==> config.mk <==
export PLATFORM = sky130hd
export DESIGN_NAME = input_conditioner
export DESIGN_NICKNAME = d
export VERILOG_FILES = /design/src/rtl/input_conditioner.sv
export SDC_FILE = /design/constraint.sdc
export NUM_CORES = 1
export LEC_CHECK = 0
export ABC_AREA = 0
export CAP_MARGIN = 20
export CORE_UTILIZATION = 60
export DETAILED_ROUTE_END_ITERATION = 10
export DONT_BUFFER_PORTS = 1
export GPL_TIMING_DRIVEN = 0
export PLACE_DENSITY = 0.83
export SLEW_MARGIN = 10
export SYNTH_ARGS = -nofsm -noshare
export SYNTH_HDL_FRONTEND = slang
export SYNTH_SLANG_ARGS = --single-unit
==> constraint.sdc <==
create_clock -name clk -period 1.41 [get_ports clk]
set_input_delay 0.423 -clock clk [delete_from_list [all_inputs] [get_ports clk]]
set_output_delay 0.423 -clock clk [all_outputs]
set_load 0.01 [all_outputs]
==> src/rtl/input_conditioner.sv <==
// rtl/input_conditioner.sv - per-channel synchronizer, debouncer and press/release pulse generator (optional auto-repeat: INPUT_CONDITIONER_REPEAT_EN)
module input_conditioner #(
    parameter int WIDTH           = 4,
    parameter int SYNC_STAGES     = 2,
    parameter int DEBOUNCE_CYCLES = 4,
    parameter int REPEAT_DELAY    = 10,
    parameter int REPEAT_PERIOD   = 5
) (
    input  logic             clk,
    input  logic             reset,
    input  logic [WIDTH-1:0] raw,
    output logic [WIDTH-1:0] level,
    output logic [WIDTH-1:0] press,
    output logic [WIDTH-1:0] release_pulse
);

    localparam int CW = $clog2(DEBOUNCE_CYCLES + 1);

    logic [WIDTH-1:0] sync_q [SYNC_STAGES];
    logic [CW-1:0]    cnt    [WIDTH];
    logic [WIDTH-1:0] s;

    assign s = sync_q[SYNC_STAGES-1];

`ifdef INPUT_CONDITIONER_REPEAT_EN
    localparam int RPT_MAX = (REPEAT_DELAY > REPEAT_PERIOD) ? REPEAT_DELAY : REPEAT_PERIOD;
    localparam int RW      = $clog2(RPT_MAX + 1);

    logic [RW-1:0]    rpt_cnt [WIDTH];
    logic [WIDTH-1:0] rpt_first;
`else
    wire unused_repeat_cfg = (REPEAT_DELAY + REPEAT_PERIOD) > 0;
`endif

    always_ff @(posedge clk) begin
        if (reset) begin
            for (int k = 0; k < SYNC_STAGES; k++) sync_q[k] <= '0;
            for (int i = 0; i < WIDTH; i++) cnt[i] <= '0;
            level         <= '0;
            press         <= '0;
            release_pulse <= '0;
`ifdef INPUT_CONDITIONER_REPEAT_EN
            for (int i = 0; i < WIDTH; i++) rpt_cnt[i] <= '0;
            rpt_first <= '0;
`endif
        end else begin
            sync_q[0] <= raw;
            for (int k = 1; k < SYNC_STAGES; k++) sync_q[k] <= sync_q[k-1];

            for (int i = 0; i < WIDTH; i++) begin
                press[i]         <= 1'b0;
                release_pulse[i] <= 1'b0;
                if (s[i] == level[i]) begin
                    cnt[i] <= '0;
                end else if (cnt[i] == CW'(DEBOUNCE_CYCLES - 1)) begin
                    cnt[i]           <= '0;
                    level[i]         <= ~level[i];
                    press[i]         <= ~level[i];
                    release_pulse[i] <= level[i];
                end else begin
                    cnt[i] <= cnt[i] + CW'(1);
                end

`ifdef INPUT_CONDITIONER_REPEAT_EN
                // Repeat timing restarts on every debounced edge; it only runs while the level is steadily high.
                if (s[i] != level[i] && cnt[i] == CW'(DEBOUNCE_CYCLES - 1)) begin
                    rpt_cnt[i]   <= '0;
                    rpt_first[i] <= ~level[i];
                end else if (level[i]) begin
                    if (rpt_cnt[i] == (rpt_first[i] ? RW'(REPEAT_DELAY - 1) : RW'(REPEAT_PERIOD - 1))) begin
                        rpt_cnt[i]   <= '0;
                        rpt_first[i] <= 1'b0;
                        press[i]     <= 1'b1;
                    end else begin
                        rpt_cnt[i] <= rpt_cnt[i] + RW'(1);
                    end
                end else begin
                    rpt_cnt[i]   <= '0;
                    rpt_first[i] <= 1'b0;
                end
`endif
            end
        end
    end

endmodule
==> key figures, run 1 <==
Final layout
  • Antenna Cells: 0
  • Commonest non-fill, non-tap cell in the layout: dfxtp_1
  • Non-filler cells, final: 134
  • Share of layout cells above drive strength 1: 26.2%
  • Final Instance Area: 1420 sq um
  • Commonest cells after routing, fill and taps aside: dfxtp_1 (20), edfxtp_1 (12), conb_1 (12)
  • P&R area growth vs syn: 13.3%
  • Fillers: 153
  • Nets@finish: 121

Power and ir drop
  • Worst vdd ir: 0.000803 V
  • Clk pwr share: 30.0%
  • P_int: 1.21 mW
  • Sw Pwr: 0.344 mW
  • Tot Pwr: 1.55 mW
  • Switching part of the total power: 22.2%
  • Comb power frac: 5.7%
  • Static leakage: 0.540 nW
  • Power per cell area: 1090 nW/um^2
  • Seq pwr share: 64.4%

STA
  • Hold Slack: 232 ps
  • Final WS setup: 32.2 ps
  • Final Critical Period: 1380 ps
  • Tcrit/Tclk final: 97.7%
  • Fmax: 0.726 GHz
  • Fin Clk Skew: 8.66 ps
  • Worst-Margin Slew: 543 ps
  • Final Hold Violating Endpoints: 0
  • Slew Limit Headroom: 63.6%
  • Fin. max-slew vios: 0
  • Final setup violation count: 0

Place
  • Placed cells: 126
  • Placed cell area: 1330 sq um
  • Pre-CTS WS: -2.55 ps
  • Dpl hpwl: 1230 um
  • Gp weighted congestion: 0.744
  • Port bufs: 0

Critical path
  • Startpoint Class: flip-flop
  • WP data arrival: 1510 ps
  • CP Capture Type: flip-flop
  • Setup crit start: cnt[2][0]
  • Critical path class: reg2reg
  • Worst EP required: 1540 ps
  • CP Max Fanout: 6
  • Worst r2r src: cnt[2][0]
  • CP max-delay cell: edfxtp_1
  • Highest cell delay on the worst timing path: 440 ps
  • CP Cell Sequence: ha_1 > ha_2 > nor4_2

Logic synthesis
  • #FFs+latches synth: 32
  • Yosys warnings: 0
  • Sequential area share after synthesis: 60.6%
  • Mapped Cells: 88
  • Synth cell types: 16
  • Syn_area_per_cell: 14.3 sq um
  • Post-synth design cell area: 1260 sq um

Worst hold path
  • Hold/Removal Path Class: in2reg
  • Hold path startpoint: raw[2]

Route
  • Vias/cell: 5.17
  • TritonRoute pass-1 iters: 4
  • Vias: 693
  • Initial drt markers: 10
  • Residual DRC: 0
  • Final wirelength: 1880 um
  • Avg WL per Cell: 14.0 um
  • Antenna-violating nets left: 0

Clock network
  • Worst-path clk slew: 90 ps
  • Clock Tree Root: clkbuf_4
  • Max Root-Sink Buffers: 2
  • Num CTS Buffers: 5
  • Sinks on Clock Net: 32
  • Clock Latency Late Sink: 320 ps
  • CTS tree: built
  • H-tree levels: 2

Floorplanning
  • Die ar.: 2280 sq um
  • FP Rows: 16
  • I/O pin cnt: 18
  • Core Area: 1960 sq um
  • Initial Util: 64.0%
  • Die height: 47.8 um
  • Die X: 47.8 um

Global route
  • Total Routing Usage GR: 19.7%
  • Pin count of the biggest net entering global routing: 11
  • First-pass GRT wire length: 2820 um
  • Vias in the first global route: 658
  • GR Overflow Total: 0
  • Initial antenna violation count: 0

Job
  • Maxcap violations: 0

Run status
  • Status: complete, no violations
-- metrics by stage --
stage	util (%)	setup TNS [ps]
floorplan	-	0
global placement	67.9	0
detailed placement	67.9	-2.55
CTS	70.5	0
global route	72.6	-75.2
finish	72.6	0
-- metal layers --
metal  part of all wire (%)  GRT usage, %
met4                    1.0          12.2
met5                      0             0
met3                    6.4          12.5
met1                     40          21.2
met2                     53          28.9
-- logic make-up after synthesis --
| group | share of synthesized area (%) |
|---|---|
| and+or+nand+nor | 22.1 |
| DFF | 60.6 |
| adders and majority gates | 7.97 |
| buffers and inverters | 3.09 |
| xor gates and xnor gates | 2.79 |
| muxes | 3.19 |
| other | 0.299 |
-- worst paths after layout --
check,end,slack [ps],cells after the start
worst max-delay path,cnt[2][0],30,3
worst min-delay path,sync_q[0][2],230,1
worst max register to register,cnt[2][0],30,3
worst min register to register,sync_q[0][7],430,1
-- worst max-delay path: cells and delay by family (launching register included) --
kind / cells / cell delay [ps]
fa+ha+maj: 2 / 450
flops: 1 / 440
simple gates: 1 / 300
-- repair_timing --
action / CTS / global route
endpoints found under the setup margin: 1 / 6
gates resized for setup: 1 / 6
pin swaps: 1 / 1
setup buffers: 0 / 1
hold buffers: 0 / 0
-- cells in the mapped netlist --
library cell | number | area (sq um)
and2b_1 | 2 | 15.0
and4bb_2 | 8 | 100
buf_4 | 1 | 7.51
buf_6 | 1 | 11.3
clkbuf_2 | 1 | 5.00
conb_1 | 1 | 3.75
dfxtp_1 | 20 | 400
edfxtp_1 | 12 | 360
ha_1 | 8 | 100
inv_1 | 4 | 15.0
mux2i_1 | 4 | 40.0
nor2_1 | 4 | 15.0
nor2b_1 | 6 | 37.5
nor4_1 | 8 | 50.1
nor4b_2 | 4 | 60.1
xnor2_1 | 4 | 35.0
-- area by class of cell --
| type | instances | area (sq um) | share of cell area (%) |
|---|---|---|---|
| Buffer | 3 | 23.8 | 1.67 |
| Clock buffer | 6 | 41.3 | 2.90 |
| Clock inverter | 1 | 5.00 | 0.351 |
| Inverter | 4 | 15.0 | 1.05 |
| Multi-Input combinational cell | 60 | 537 | 37.7 |
| Sequential cell | 32 | 761 | 53.4 |
| Tap cell | 27 | 33.8 | 2.37 |
| Timing Repair Buffer | 1 | 7.51 | 0.527 |
-- power by group through the flow --
stage               clock network (mW)  logic [mW]  registers (mW)
detailed placement                   0      0.0764            1.02
global placement                     0      0.0732            1.02
CTS                              0.473      0.0774           0.999
finish                           0.465      0.0879           0.999
global route                     0.509      0.0994            1.00
floorplan                            0      0.0632            1.02
-- flip-flops by register name (all words and copies together), names as in the netlist --
signal / flops
level: 4
cnt: 12
press: 4
release_pulse: 4
sync_q: 8
Note: power is estimated with default switching activity, not from simulation.
==> inputs of run 2 (changes only) <==
--- a/config.mk
+++ b/config.mk
@@ -7,11 +7,12 @@
 export LEC_CHECK = 0
 export ABC_AREA = 0
 export CAP_MARGIN = 20
-export CORE_UTILIZATION = 60
+export CORE_ASPECT_RATIO = 0.6
+export CORE_UTILIZATION = 33
 export DETAILED_ROUTE_END_ITERATION = 10
 export DONT_BUFFER_PORTS = 1
 export GPL_TIMING_DRIVEN = 0
-export PLACE_DENSITY = 0.83
+export PLACE_DENSITY = 0.54
 export SLEW_MARGIN = 10
 export SYNTH_ARGS = -nofsm -noshare
 export SYNTH_HDL_FRONTEND = slang
==> key figures, run 2 (synthesized netlist as in run 1, its figures left out) <==
Run status
  • Status: complete, no violations

Clock network
  • Clock Tree Root: clkbuf_8
  • Post-CTS Hold Fix Bufs: 0 (unchanged)
  • H-tree levels: 2 (unchanged)
  • Sinks on Clock Net: 32 (unchanged)
  • Max Root-Sink Buffers: 2 (unchanged)
  • Num CTS Buffers: 5 (unchanged)
  • Clock Latency Late Sink: 280 ps (-40 ps)
  • CTS tree: built
  • Worst-path clk slew: 70 ps (-20 ps)

Power and ir drop
  • Power per cell area: 1190 nW/um^2 (+9.1%)
  • Worst vdd ir: 0.000421 V (-48%)
  • Tot Pwr: 1.75 mW (+13%)
  • Static leakage: 0.550 nW (+1.9%)

Final layout
  • Nets@finish: 120 (-0.83%)
  • Commonest cells after routing, fill and taps aside: dfxtp_1 (20), edfxtp_1 (12), conb_1 (12)
  • Largest regs: cnt: 12 flops, sync_q: 8 flops
  • Non-filler cells, final: 152 (+13%)
  • Final Instance Area: 1480 sq um (+3.6%)
  • Antenna Cells: 0 (unchanged)
  • Commonest non-fill, non-tap cell in the layout: dfxtp_1
  • Max reg flops: 12 (unchanged)
  • Share of layout cells above drive strength 1: 28.0% (+1.9 points)
  • Biggest register: cnt
  • Fillers: 342 (+120%)
  • P&R area growth vs syn: 17.4%

Floorplanning
  • Initial Util: 36.5% (-28 points)
  • Die X: 81.7 um (+71%)
  • FP Rows: 16 (unchanged)
  • Core Area: 3440 sq um (+76%)
  • Die height: 49.8 um (+4.3%)
  • Die ar.: 4070 sq um (+78%)
  • I/O pin cnt: 18 (unchanged)

STA
  • Fmax: 0.725 GHz (about the same)
  • Hold Slack: 261 ps (+28.5 ps)
  • Tcrit/Tclk final: 97.8% (about the same)
  • Fin. max-slew vios: 0 (unchanged)
  • Final Hold Violating Endpoints: 0 (unchanged)
  • Final setup violation count: 0 (unchanged)
  • Final Critical Period: 1380 ps (+1.27 ps)
  • Fin Clk Skew: 1.27 ps (-7.39 ps)

Critical path
  • Worst Path Buf+Inv: 0 (unchanged)
  • Highest cell delay on the worst timing path: 410 ps (-30 ps)
  • CP delay by family, top: adder cells
  • Worst R2R End: cnt[2][2]
  • Worst R2R Path Depth: 3 (unchanged)
  • CP Cell Sequence: ha_1 > ha_2 > nor4_1
  • CP Max Fanout: 2 (-4)
  • CP max-delay cell: edfxtp_1
  • Critical path class: reg2reg
  • Worst r2r src: cnt[2][0]
  • Startpoint Class: flip-flop
  • CP Capture Type: flip-flop
  • Worst EP required: 1500 ps (-40 ps)
  • WP data arrival: 1470 ps (-40 ps)
  • Reg-to-reg setup timing slack: 30 ps (about the same)

Place
  • Placed cells: 144 (+14%)
  • Placed cell area: 1350 sq um (+1.7%)
  • Dpl hpwl: 1300 um (+5.9%)
  • Port bufs: 0 (unchanged)
  • Gp weighted congestion: 0.670 (-9.9%)

Route
  • Final wirelength: 1980 um (+5.3%)
  • Vias: 691 (-0.29%)
  • Avg WL per Cell: 13.0 um (-7.1%)
  • Antenna-violating nets left: 0 (unchanged)
  • Vias/cell: 4.55 (-12%)
  • Residual DRC: 0 (unchanged)
  • Initial drt markers: 15 (+5)
  • TritonRoute pass-1 iters: 3 (-1)

Global route
  • GR Overflow Total: 0 (unchanged)
  • First-pass GRT wire length: 3210 um (+14%)
  • Total Routing Usage GR: 11.4% (-8.3 points)
  • Initial antenna violation count: 0 (unchanged)
  • Pin count of the biggest net entering global routing: 11 (unchanged)
  • Vias in the first global route: 675 (+2.6%)

Worst hold path
  • Worst Hold Depth: 1 (unchanged)
  • Hold/Removal Path Class: in2reg
  • Hold endpoint: sync_q[0][2]
  • Hold path startpoint: raw[2]

Job
  • Maxcap violations: 0 (unchanged)
-- run 2: cell types whose count changed in the layout (fill, tap and decap cells not counted) --
cell      delta
buf_4        -1
clkbuf_1     -1
clkbuf_4     -5
clkbuf_8     +5
clkinv_1     +1
clkinv_2     +1
ha_1         -1
ha_2         +1
nor4_1       -1
nor4_2       +2
nor4_4       -1
-- run 2: worst register-to-register path: cells and delay by family (launching register included) --
kind	cells	cell delay [ps]
adder cells (fa/ha/maj)	2	470
flip-flops	1	410
AND/OR/NAND/NOR	1	310
-- run 2: how the worst max path moves through the flow --
stage	from	depth (start not counted)	slack [ps]	to
floorplan	cnt[2][0]	3	180	cnt[2][2]
global placement	cnt[2][0]	3	80	cnt[2][0]
detailed placement	cnt[2][0]	3	20	cnt[2][0]
CTS	cnt[2][0]	3	4	cnt[2][0]
global route	cnt[2][0]	3	-20	cnt[2][2]
finish	cnt[2][0]	3	30	cnt[2][2]
-- run 2: per-layer routing --
layer / GRT usage [%] / wire (um) / up-vias / share of wire, %
li1: - / - / 348 / -
met2: 13.9 / 784 / 18 / 40
met4: 7.02 / 50 / 0 / 2.5
met1: 15.3 / 996 / 317 / 50
met5: 0 / 0 / - / 0
met3: 6.11 / 145 / 8 / 7.3
-- run 2: where the power goes --
group	total [mW]	switching [mW]	leakage [nW]	internal, mW
clock	0.670	0.335	0.0453	0.334
combinational	0.0849	0.0462	0.218	0.0387
sequential	1.00	0.0144	0.287	0.986
total	1.75	0.396	0.550	1.36
-- run 2: cell type report --
cell class	instances	area [sq um]	area share (%)
plain buffers	3	23.8	1.61
clock buffers	5	68.8	4.66
clock inverters	3	13.8	0.933
inverters	4	15.0	1.02
multi-input cells	60	537	36.4
flip-flops and latches	32	761	51.6
well taps	45	56.3	3.82
-- run 2: timing repair --
item / in CTS / in global routing
buffers inserted: 0 / 0
gates resized for setup: 0 / 8
setup endpoints to repair: 0 / 7
-- run 2: through the flow --
stage | setup slack (ps) | setup TNS [ps] | utilization, %
4_1_cts | 3.93 | 0 | 41.7
6_report | 31.0 | 0 | 42.8
3_5_place_dp | 18.6 | 0 | 39.3
5_1_grt | -21.1 | -21.1 | 42.8
3_3_place_gp | 77.4 | 0 | 39.3
2_1_floorplan | 175 | 0 | -
